$ cat config.mk
export PLATFORM = sky130hd
export DESIGN_NAME = destruct_sequencer_flat
export DESIGN_NICKNAME = d
export VERILOG_FILES = /design/src/rtl/destruct_sequencer_if.sv /design/src/rtl/destruct_sequencer.sv /design/src/flat_wrapper.sv
export SDC_FILE = /design/constraint.sdc
export NUM_CORES = 1
export LEC_CHECK = 0
export ABC_AREA = 1
export CORE_MARGIN = 4
export CORE_UTILIZATION = 50
export CTS_CLUSTER_SIZE = 14
export DETAILED_ROUTE_END_ITERATION = 12
export PLACE_DENSITY = 0.7
export SYNTH_ARGS = -nofsm -noshare
export SYNTH_HDL_FRONTEND = slang
export SYNTH_SLANG_ARGS = --single-unit
$ cat constraint.sdc
create_clock -name clk -period 1.8 [get_ports clk]
set_clock_uncertainty 0.1 [all_clocks]
set_input_delay 0.45 -clock clk [delete_from_list [all_inputs] [get_ports clk]]
set_output_delay 0.45 -clock clk [all_outputs]
set_load 0.005 [all_outputs]
$ cat src/rtl/destruct_sequencer_if.sv
// Signal bundle between the switch/tick front end and the destruct sequencer.
// The sequencer takes the slave view; the driver of switches and tick takes the master view.
interface destruct_sequencer_if;
    logic       tick;
    logic       in_combat;
    logic       in_danger;
    logic       damaged;
    logic       immobilized;
    logic [7:0] leds;
    logic [2:0] state;
    logic       armed;
    logic       boom;

    modport master (
        output tick, in_combat, in_danger, damaged, immobilized,
        input  leds, state, armed, boom
    );

    modport slave (
        input  tick, in_combat, in_danger, damaged, immobilized,
        output leds, state, armed, boom
    );
endinterface

$ cat src/rtl/destruct_sequencer.sv
// Self-destruct sequencer.
// A 2-of-3 vote on the fault inputs must hold together with in_combat for ARM_TICKS ticks.
// After that, the staged LED countdown runs and ends in a sticky detonation blink.
// Dropping in_combat during the countdown aborts into a cooldown.
//
// state     | meaning
// ----------+-----------------------------------------------------------
// IDLE      | waiting for vote & in_combat
// ARMING    | vote & in_combat must hold for ARM_TICKS consecutive ticks
// COUNTDOWN | committed; one LED per STAGE_TICKS, abort on !in_combat
// DETONATE  | sticky blink of the full LED mask, left only by reset
// COOLDOWN  | post-abort hold-off of COOLDOWN_TICKS, inputs ignored
module destruct_sequencer #(
    parameter int ARM_TICKS      = 50,
    parameter int STAGE_TICKS    = 100,
    parameter int STAGES         = 8,
    parameter int COOLDOWN_TICKS = 200,
    parameter int BLINK_TICKS    = 33
) (
    input  logic clk,
    input  logic reset,
    destruct_sequencer_if.slave bus
);

    localparam int AW = (ARM_TICKS > 1)      ? $clog2(ARM_TICKS)      : 1;
    localparam int TW = (STAGE_TICKS > 1)    ? $clog2(STAGE_TICKS)    : 1;
    localparam int SW = $clog2(STAGES + 1);
    localparam int CW = (COOLDOWN_TICKS > 1) ? $clog2(COOLDOWN_TICKS) : 1;
    localparam int BW = (BLINK_TICKS > 1)    ? $clog2(BLINK_TICKS)    : 1;

    localparam logic [7:0] LED_MASK = 8'((16'd1 << STAGES) - 16'd1);

    typedef enum logic [2:0] {
        S_IDLE      = 3'd0,
        S_ARMING    = 3'd1,
        S_COUNTDOWN = 3'd2,
        S_DETONATE  = 3'd3,
        S_COOLDOWN  = 3'd4
    } state_t;

    state_t        r_state;
    logic [AW-1:0] r_arm_cnt;
    logic [TW-1:0] r_stage_cnt;
    logic [SW-1:0] r_stage;
    logic [CW-1:0] r_cool_cnt;
    logic [BW-1:0] r_blink_cnt;
    logic          r_phase;
    logic [7:0]    r_leds;
    logic          r_armed;
    logic          r_boom;

    state_t        w_state_nxt;
    logic [AW-1:0] w_arm_cnt_nxt;
    logic [TW-1:0] w_stage_cnt_nxt;
    logic [SW-1:0] w_stage_nxt;
    logic [SW-1:0] w_stage_inc;
    logic [CW-1:0] w_cool_cnt_nxt;
    logic [BW-1:0] w_blink_cnt_nxt;
    logic          w_phase_nxt;
    logic [7:0]    w_leds_nxt;
    logic          w_vote;

    assign w_vote      = (bus.in_danger & bus.damaged) |
                         (bus.in_danger & bus.immobilized) |
                         (bus.damaged & bus.immobilized);
    assign w_stage_inc = r_stage + SW'(1);

    // State, counters and all outputs are registered; reset overrides any tick.
    always_ff @(posedge clk) begin
        if (reset) begin
            r_state     <= S_IDLE;
            r_arm_cnt   <= '0;
            r_stage_cnt <= '0;
            r_stage     <= '0;
            r_cool_cnt  <= '0;
            r_blink_cnt <= '0;
            r_phase     <= 1'b0;
            r_leds      <= 8'h00;
            r_armed     <= 1'b0;
            r_boom      <= 1'b0;
        end else begin
            r_state     <= w_state_nxt;
            r_arm_cnt   <= w_arm_cnt_nxt;
            r_stage_cnt <= w_stage_cnt_nxt;
            r_stage     <= w_stage_nxt;
            r_cool_cnt  <= w_cool_cnt_nxt;
            r_blink_cnt <= w_blink_cnt_nxt;
            r_phase     <= w_phase_nxt;
            r_leds      <= w_leds_nxt;
            r_armed     <= (w_state_nxt == S_COUNTDOWN);
            r_boom      <= (w_state_nxt == S_DETONATE);
        end
    end

    // Next-state and next-output logic; everything except recovery from an illegal state waits for tick.
    always_comb begin
        w_state_nxt     = r_state;
        w_arm_cnt_nxt   = r_arm_cnt;
        w_stage_cnt_nxt = r_stage_cnt;
        w_stage_nxt     = r_stage;
        w_cool_cnt_nxt  = r_cool_cnt;
        w_blink_cnt_nxt = r_blink_cnt;
        w_phase_nxt     = r_phase;
        w_leds_nxt      = r_leds;

        case (r_state)
            S_IDLE: begin
                w_leds_nxt = 8'h00;
                if (bus.tick && w_vote && bus.in_combat) begin
                    w_state_nxt   = S_ARMING;
                    w_arm_cnt_nxt = '0;
                end
            end

            S_ARMING: begin
                w_leds_nxt = 8'h00;
                if (bus.tick) begin
                    if (!w_vote || !bus.in_combat) begin
                        w_state_nxt   = S_IDLE;
                        w_arm_cnt_nxt = '0;
                    end else if (r_arm_cnt == AW'(ARM_TICKS - 1)) begin
                        w_state_nxt     = S_COUNTDOWN;
                        w_stage_nxt     = '0;
                        w_stage_cnt_nxt = '0;
                    end else begin
                        w_arm_cnt_nxt = r_arm_cnt + AW'(1);
                    end
                end
            end

            S_COUNTDOWN: begin
                // Vote is deliberately not looked at here: once counting, only in_combat can stop it.
                if (bus.tick) begin
                    if (!bus.in_combat) begin
                        w_state_nxt    = S_COOLDOWN;
                        w_leds_nxt     = 8'h00;
                        w_cool_cnt_nxt = '0;
                    end else if (r_stage_cnt == TW'(STAGE_TICKS - 1)) begin
                        w_stage_cnt_nxt = '0;
                        w_stage_nxt     = w_stage_inc;
                        w_leds_nxt      = {r_leds[6:0], 1'b1};
                        if (w_stage_inc == SW'(STAGES)) begin
                            w_state_nxt     = S_DETONATE;
                            w_phase_nxt     = 1'b1;
                            w_blink_cnt_nxt = '0;
                            w_leds_nxt      = LED_MASK;
                        end
                    end else begin
                        w_stage_cnt_nxt = r_stage_cnt + TW'(1);
                    end
                end
            end

            S_DETONATE: begin
                if (bus.tick) begin
                    if (r_blink_cnt == BW'(BLINK_TICKS - 1)) begin
                        w_blink_cnt_nxt = '0;
                        w_phase_nxt     = ~r_phase;
                        w_leds_nxt      = r_phase ? 8'h00 : LED_MASK;
                    end else begin
                        w_blink_cnt_nxt = r_blink_cnt + BW'(1);
                    end
                end
            end

            S_COOLDOWN: begin
                w_leds_nxt = 8'h00;
                if (bus.tick) begin
                    if (r_cool_cnt == CW'(COOLDOWN_TICKS - 1)) begin
                        w_state_nxt = S_IDLE;
                    end else begin
                        w_cool_cnt_nxt = r_cool_cnt + CW'(1);
                    end
                end
            end

            default: begin
                w_state_nxt     = S_IDLE;
                w_arm_cnt_nxt   = '0;
                w_stage_cnt_nxt = '0;
                w_stage_nxt     = '0;
                w_cool_cnt_nxt  = '0;
                w_blink_cnt_nxt = '0;
                w_phase_nxt     = 1'b0;
                w_leds_nxt      = 8'h00;
            end
        endcase
    end

    assign bus.leds  = r_leds;
    assign bus.state = r_state;
    assign bus.armed = r_armed;
    assign bus.boom  = r_boom;

endmodule

$ cat src/flat_wrapper.sv
// flat-port wrapper written by rule: the top's interface ports become plain ports
module destruct_sequencer_flat 
#(
    parameter int ARM_TICKS      = 50,
    parameter int STAGE_TICKS    = 100,
    parameter int STAGES         = 8,
    parameter int COOLDOWN_TICKS = 200,
    parameter int BLINK_TICKS    = 33
)
  (clk, reset, bus_tick, bus_in_combat, bus_in_danger, bus_damaged, bus_immobilized, bus_leds, bus_state, bus_armed, bus_boom);
  destruct_sequencer_if bus_i ();
  input  logic clk;
  input  logic reset;
  input wire logic [$bits(bus_i.tick)-1:0] bus_tick;
  input wire logic [$bits(bus_i.in_combat)-1:0] bus_in_combat;
  input wire logic [$bits(bus_i.in_danger)-1:0] bus_in_danger;
  input wire logic [$bits(bus_i.damaged)-1:0] bus_damaged;
  input wire logic [$bits(bus_i.immobilized)-1:0] bus_immobilized;
  output wire logic [$bits(bus_i.leds)-1:0] bus_leds;
  output wire logic [$bits(bus_i.state)-1:0] bus_state;
  output wire logic [$bits(bus_i.armed)-1:0] bus_armed;
  output wire logic [$bits(bus_i.boom)-1:0] bus_boom;
  assign bus_i.tick = bus_tick;
  assign bus_i.in_combat = bus_in_combat;
  assign bus_i.in_danger = bus_in_danger;
  assign bus_i.damaged = bus_damaged;
  assign bus_i.immobilized = bus_immobilized;
  assign bus_leds = bus_i.leds;
  assign bus_state = bus_i.state;
  assign bus_armed = bus_i.armed;
  assign bus_boom = bus_i.boom;
  destruct_sequencer #(.ARM_TICKS(ARM_TICKS), .STAGE_TICKS(STAGE_TICKS), .STAGES(STAGES), .COOLDOWN_TICKS(COOLDOWN_TICKS), .BLINK_TICKS(BLINK_TICKS)) u_core (.clk(clk), .reset(reset), .bus(bus_i));
endmodule
# Word-level counts from Yosys, hierarchy flattened
# Cells that the tools add are included.
dict set report totals {
  ff_bits 45
}
dict set report classes {
  bitwise 10
  add_sub_neg 5
  n_reduce_logical 17
  mux 57
  n_eq_ne 26
}
# operator n
set ops {}
lappend ops {{2-to-1 mux 8 bit} 11}
lappend ops {{2-to-1 mux 6 bit} 10}
lappend ops {{2-to-1 mux 7 bit} 6}
lappend ops {{one-hot mux 6 bit (3 select lines)} 2}
lappend ops {{2-to-1 mux 3 bit} 10}
lappend ops {{2-to-1 mux 4 bit} 6}
lappend ops {{one-hot mux 8 bit (3 select lines)} 1}
lappend ops {{one-hot mux 7 bit (3 select lines)} 1}
lappend ops {{!= test 2 bit, second input constant} 8}
lappend ops {{one-hot mux 8 bit (2 select lines)} 1}
lappend ops {{one-hot mux 3 bit (5 select lines)} 1}
lappend ops {{AND reduction 7 bit} 2}
lappend ops {{adder 6 x 1 -> 6 bit, second input constant} 2}
lappend ops {{equality test 3 x 2 -> 1 bit, second input constant} 4}
lappend ops {{equality test 6 bit, second input constant} 2}
lappend ops {{one-hot mux 4 bit (3 select lines)} 1}
lappend ops {{AND reduction 6 bit} 2}
lappend ops {{OR reduction 3 bit} 4}
lappend ops {{!= test 2 x 1 -> 1 bit, second input constant} 5}
lappend ops {{adder 8 x 1 -> 8 bit, second input constant} 1}
lappend ops {{equality test 8 bit, second input constant} 1}
lappend ops {{AND reduction 4 bit} 2}
lappend ops {{adder 7 x 1 -> 7 bit, second input constant} 1}
lappend ops {{equality test 7 bit, second input constant} 1}
lappend ops {{15 further kinds} 30}

# Logic depth before layout (Yosys ltp)
# Gate-level depths: netlist of the first run.
dict set report logic_depth {
  depth_word 9
  mapped_depth 11
}

# Least setup slack after synthesis of the first run
# No wires, ideal clock.
dict set report synth_timing {
  path_type {input to register}
  start {in bus_in_combat}
  end {reg u_core.r_stage_cnt[6]}
  path_slack_ns 0.231
  t_arrival_ns 1.356
  stages 9
  required_ns 1.587
  cell_sequence {inv_1 > nor2_1 > nand2_2 > o21ai_2 > nand2_2 > inv_2 > nand2_1 > nand2_1 > nor2_1}
}
dict set report synth_between {
  elab_chain_len 4
}
# item line
set synth_lines {}
lappend synth_lines {{from (decl)} flat_wrapper.sv:15} ;# input wire logic [$bits(bus_i.in_combat)-1:0] bus_in_combat;
lappend synth_lines {{zero test 1 bit} destruct_sequencer.sv:118} ;# if (!w_vote || !bus.in_combat) begin
lappend synth_lines {{logical OR 1 bit} destruct_sequencer.sv:118}
lappend synth_lines {{!= test 2 bit (no line)} n/a}
lappend synth_lines {{AND reduction 6 bit (no line) *} n/a}
lappend synth_lines {{to (signal assigned)} destruct_sequencer.sv:84} ;# r_stage_cnt <= w_stage_cnt_nxt;
lappend synth_lines {{to (decl)} destruct_sequencer.sv:43} ;# logic [TW-1:0] r_stage_cnt;
# Mark *: on every way between the ends. The rest lies on a longest branch, timed or not.
# A chain may end at the register's enable or synchronous reset.

# Worst setup path after layout of the first run
dict set report layout_timing {
  start {reg u_core.r_state[2], in the netlist u_core.bus.state[2]}
  end {out bus_state[2]}
}
# item line
set layout_lines {}
lappend layout_lines {{from (decl)} destruct_sequencer.sv:41} ;# state_t r_state;
lappend layout_lines {{from (signal assigned)} destruct_sequencer.sv:82} ;# r_state <= w_state_nxt;
lappend layout_lines {{to (decl)} flat_wrapper.sv:20} ;# output wire logic [$bits(bus_i.state)-1:0] bus_state;
# No word-level cell between the ends.

==> results.md, run 1 <==
* Total CTS buffers at 5
* Hpwl dp at 4890 um
* Worst-path fanout max at 6
* Vias in the first global route at 2577
* CP startpoint kind: register
* Fillers at roughly 470
* Post-route setup TNS at 0 ns
* Final Non-Filler Cells at ~560
* CTS Hold Bufs at 0
* Ant. Diodes at 0
* Root Buffer: clkbuf_8
* Die area at about 0.0067 sq mm
* Area after DPL at 0.00325 sq mm
* CP Depth at 1
* Critical path's top delay family: buffers and inverters
* FMAX at ~0.57 GHz
* GRT overflow at 0
* Detailed Routing Iterations Pass 1 at 4
* Tmin final at 1.76 ns
* Die Ht at ~80 um
* Net count after synthesis at 441
* ANT nets after route at 0
* Register area at 908 sq um
* H-tree levels at 2
* Final #Nets at 500
* Vias post-DR at 2915
* Cell variety after synth at 27
* Worst-skew pair later-pin latency at a little over 0.3 ns
* Avg Inst Size Synth at 6.34 sq um
* CP Cell Sequence: clkdlybuf4s50_1
* Critical Path RT at 1.25 ns
* Power per Cell Area at about 560 mW/mm^2
* Outcome: finished, final reports clean
* CTS clk-pin slew, worst paths at 0.09 ns
* Cell area after layout at around 0.0035 sq mm
* First-pass GRT wire length at 10900 um
* Yosys reg bits at 45
* Share of cells above drive strength 1 at between 10% and 20%
* Die W at 81.6 um
* Hold crit path type: reg -> reg
* Final period utilization at 97.8%
* CP endpoint kind: primary output
* I/O pin count at 20
* Max VDD drop at 0.328 mV
* Seq/Total Area, Yosys at between 30% and 40%
* Initial detailed-routing violation count at 152
* Clk buf depth at 2
* R2R depth at 11
* Post-place setup slack at -0.397 ns
* Post-Place Cells at ~550
* Power Total at 1.93 mW
* Core ar. at 0.00517 sq mm
* Final setup violation count at 0
* Pin count of the biggest net entering global routing at 17
* Multi-input gate area at 0.00170 sq mm
* Initial Util at a little over half
* Worst Tran Pin Value at 0.376 ns
* Initial antenna violation count at 0
* Overall Global Routing Usage at 20.6%
* Critical path's slowest cell: clkdlybuf4s50_1
* Hold Vio Cnt, Final at 0
* RSZ-0062 raised after global routing: yes
* # DRC at 0
* Post-Syn Instances at 427
* Worst setup slack after layout at 0.0405 ns
* Critical path arrival at 1.21 ns
* Util after Layout at 67.0%
* Mapped cell area at around 0.0027 sq mm
* Leakage at 1.45 nW
* WS Path Type: reg -> out
* CP bufs+invs at 1
* Routability cong. at between 0.8 and 0.9
* Crit-path max cell delay at 0.50 ns
* WL/cell at 11.8 um
* Vias per cell at between 5 and 6
* CTS tree: yes
* Worst rel slew slack at 74.9%
* Clock sink total at 45
* Area grow syn2layout at 27.9%
* Hold Slack at 0.367 ns
* Port Buffers at 19
* Syn. warnings at 0
* Hold path cells at 2
* Final slew viol count at 0
* WL final at between 6000 and 7000 um
* Max-cap violations at 0
* Std-Cell Rows at 26
[path summary, 6_finish.rpt]
kind | startpoint | endpoint | slack [ns]
max | u_core.bus.state[2] | bus_state[2] | 0.04
min | u_core.bus.leds[7] | u_core.bus.leds[7] | 0.37
max reg2reg | u_core.r_stage_cnt[0] | u_core.r_stage[2] | 0.14
min reg2reg | u_core.bus.leds[7] | u_core.bus.leds[7] | 0.37
[sequential cells by signal, indices dropped and copies added (netlist names)]
name                flops
u_core.bus.leds         8
u_core.r_cool_cnt       8
u_core.r_stage_cnt      7
u_core.r_arm_cnt        6
u_core.r_blink_cnt      6
u_core.r_stage          4
u_core.bus.state        3
u_core.bus.armed        1
u_core.bus.boom         1
u_core.r_phase          1
[area by class of cell]
cell class,instances,share of cell area [%]
clock buffer,7,2.78
clock inverter,1,0.144
inverter,43,4.73
multi-input combinational,333,49.0
sequential,45,26.2
tap,70,2.53
timing repair buffer,58,14.6
[layer usage]
metal  part of all wire [%]  GRT usage, %  vias up
li1                       -             -     1506
met1                     46          25.1     1350
met2                     49          36.2       42
met3                    2.3          3.07       17
met4                    2.6          8.14        0
met5                      0             0        -
[power breakdown]
group | internal [mW] | total (mW) | switching, mW
sequential | 1.00 | 1.02 | 0.0131
clock | 0.348 | 0.708 | 0.360
combinational | 0.0837 | 0.201 | 0.118
total | 1.44 | 1.93 | 0.491
[cells in the mapped netlist (all sizes together)]
library cell | count | area (sq um)
nand3 | 50 | 260
nand3b | 8 | 60.1
clkbuf | 5 | 18.8
nor4 | 1 | 6.26
ha | 7 | 87.6
nor3 | 10 | 50.1
o21ai | 9 | 48.8
dfxtp | 45 | 901
nand2 | 128 | 493
o21bai | 1 | 7.51
and2 | 1 | 6.26
buf | 1 | 7.51
a21oi | 32 | 160
nor3b | 2 | 15.0
nor2 | 61 | 256
xor2 | 7 | 61.3
nand4 | 11 | 68.8
inv | 43 | 161
xnor2 | 3 | 26.3
or2 | 2 | 12.5
[timing repair]
action	4_1_cts	5_1_grt
pin swaps	0	5
endpoints found under the setup margin	20	43
resized for setup	7	24
buffers inserted	0	2
hold endpoints to repair	0	0
[placed cells by master (no fill, tap or decap), types with 3 or more instances in the layout]
cell and instances:
a21oi_1 30, buf_4 37, clkbuf_8 7, clkdlybuf4s50_1 17, dfxtp_1 41, dfxtp_2 3, ha_1 7, inv_1 40
nand2_1 120, nand2_2 7, nand3_1 47, nand3b_1 8, nand4_1 11, nor2_1 51, nor2_2 6, nor2_4 4
nor3_1 9, o21ai_0 5, xnor2_1 3, xor2_1 6
[cells by family after synthesis]
group / synth area share (%)
buf+inv: 6.93
flops: 33.3
fa+ha+maj: 3.23
xor+xnor: 3.23
compound gates: 7.99
simple gates: 45.4
(Power assumes the default switching activity.)
==> run 2: changes to the inputs <==
PLACE_DENSITY = unset   (was 0.7)
PLACE_DENSITY_LB_ADDON = 0.15   (was unset)
==> run 2 against run 1 <==
First-iteration DRC count fell by 7.9%. Largest power group unchanged. Sequential power barely moved. Utilization rose by 1.7 points. Critical path type unchanged. Worst hold slack improved by 0.0069 ns. Critical endpoint unchanged. Critical path depth did not move. Cell count rose by 2.0%.
==> results.md, run 2 (synthesized netlist as in run 1, its figures left out) <==
* Outcome: finished, final reports clean
* Clock sink total at 45
* Initial antenna violation count at 0
* Total CTS buffers at 5
* Die W at 81.6 um
* Std-Cell Rows at 26
* Final setup violation count at 0
* CTS clk-pin slew, worst paths at 0.08 ns
* CP bufs+invs at 1
* FMAX at 0.569 GHz
* Hold Slack at approximately 0.37 ns
* Max-cap violations at 0
* Hold crit path type: reg -> reg
* Vias per cell at about 5.1
* CTS tree: yes
* Final period utilization at a little over nine tenths
* Ant. Diodes at 0
* R2R Path Start: u_core.bus.state[0]
* Vias post-DR at 2915
* Highest-count cells in the layout ignoring fill and taps: 120 x nand2_1, 50 x buf_4, 48 x nor2_1, 47 x nand3_1, 40 x dfxtp_1
* Post-route setup TNS at 0 ns
* Clk buf depth at 2
* Pin count of the biggest net entering global routing at 15
* WL/cell at 11.9 um
* Max VDD drop at 0.560 mV
* GRT overflow at 0
* Power per Cell Area at 561 mW/mm^2
* Power Total at 1.99 mW
* Die Ht at 81.6 um
* Post-Place Cells at 553
* Most common cell after layout, fill and taps aside: nand2_1
* Share of cells above drive strength 1 at 19.5%
* Initial Util at around 52%
* Critical path's slowest cell: clkdlybuf4s50_1
* Critical path arrival at 1.21 ns
* WL final at 6750 um
* Routability cong. at 0.898
* Hold EP: u_core.r_cool_cnt[6]
* Worst Tran Pin Value at between 0.3 and 0.4 ns
* R2r setup slk at 0.14 ns
* Hpwl dp at 5040 um
* CP Cell Sequence: clkdlybuf4s50_1
* Overall Global Routing Usage at between 20% and 30%
* CTS Hold Bufs at 0
* R2R depth at 10
* Area grow syn2layout at 31.1%
* Critical path's top delay family: buffers and inverters
* Vias in the first global route at ~2700
* Hold path start: u_core.r_cool_cnt[6]
* Final #Nets at 511
* Initial detailed-routing violation count at 140
* Final slew viol count at 0
* Worst-skew pair later-pin latency at 0.30 ns
* # DRC at 0
* H-tree levels at 2
* Worst r2r dst: u_core.bus.state[0]
* Worst-path fanout max at 6
* CP endpoint kind: primary output
* WS Path Type: reg -> out
* Crit-path max cell delay at 0.52 ns
* Detailed Routing Iterations Pass 1 at 4
* Tmin final at around 1.8 ns
* Die area at 0.00666 sq mm
* Critical Path RT at 1.25 ns
* Core ar. at 0.00517 sq mm
* Root Buffer: clkbuf_8
* Leakage at around 1.5 nW
* First-pass GRT wire length at 11600 um
* Port Buffers at 19
* Worst rel slew slack at approximately three quarters
* Final Non-Filler Cells at 568
* ANT nets after route at 0
* Hold path cells at 2
* I/O pin count at 20
* CP startpoint kind: register
* Hold Vio Cnt, Final at 0
==> run 2: cell count changes in the layout (fill, tap and decap cells not counted), sizes merged <==
cell | previous run | this run
dlymetal6s2s | 2 | 5
clkdlybuf4s50 | 17 | 13
bufinv | 0 | 1
clkbuf | 7 | 6
dlygate4sd2 | 0 | 1
buf | 39 | 50
==> run 2: final cells by class <==
class                   instances  area, sq um
clock inverters                 2         38.8
multi-input cells             333         1700
inverters                      43          164
flip-flops and latches         45          910
clock buffers                   6         72.6
repair buffers                 69          577
well taps                      70         87.6
fillers                       451         1620
==> run 2: power breakdown <==
part           total (mW)  internal, mW  switching [mW]  leakage [nW]
Sequential           1.01          1.00          0.0103         0.366
Clock               0.767         0.417           0.350        0.0554
Combinational       0.211        0.0890           0.122          1.12
Total                1.99          1.51           0.483          1.54
==> run 2: worst max-delay path by stage <==
stage / endpoint / from / slack (ns) / depth (start not counted)
after floorplan: u_core.r_stage_cnt[6] / bus_in_combat / 0.23 / 9
after global placement: u_core.r_stage_cnt[6] / bus_in_combat / -0.35 / 10
after detailed placement: u_core.r_stage_cnt[2] / bus_in_combat / -0.38 / 9
after CTS: u_core.r_cool_cnt[4] / bus_in_combat / -0.01 / 10
after global routing: u_core.bus.leds[7] / u_core.bus.state[0] / -0.005 / 10
final: bus_state[2] / u_core.bus.state[2] / 0.04 / 1
==> run 2: metal layers <==
| metal | vias up | global-route usage, % | part of all wire, % |
|---|---|---|---|
| li1 | 1526 | - | - |
| met1 | 1337 | 26.8 | 46 |
| met2 | 44 | 38.5 | 50 |
| met3 | 8 | 3.51 | 2.9 |
| met4 | 0 | 5.98 | 1.0 |
| met5 | - | 0 | 0 |
==> run 2: per-stage QoR <==
| step | area [sq um] | utilization (%) | setup slack, ns |
|---|---|---|---|
| after floorplan | 2710 | - | 0.231 |
| after global placement | 3280 | 63.5 | -0.349 |
| after detailed placement | 3280 | 63.5 | -0.378 |
| after CTS | 3430 | 66.3 | -0.0101 |
| after global routing | 3550 | 68.7 | -0.00524 |
| final | 3550 | 68.7 | 0.0440 |
==> run 2: repair_timing <==
item                       CTS  global route
pin swaps                    0             7
gates resized for setup      6            34
setup endpoints to repair   13            46
gates cloned                 0             0
setup buffers                3             4
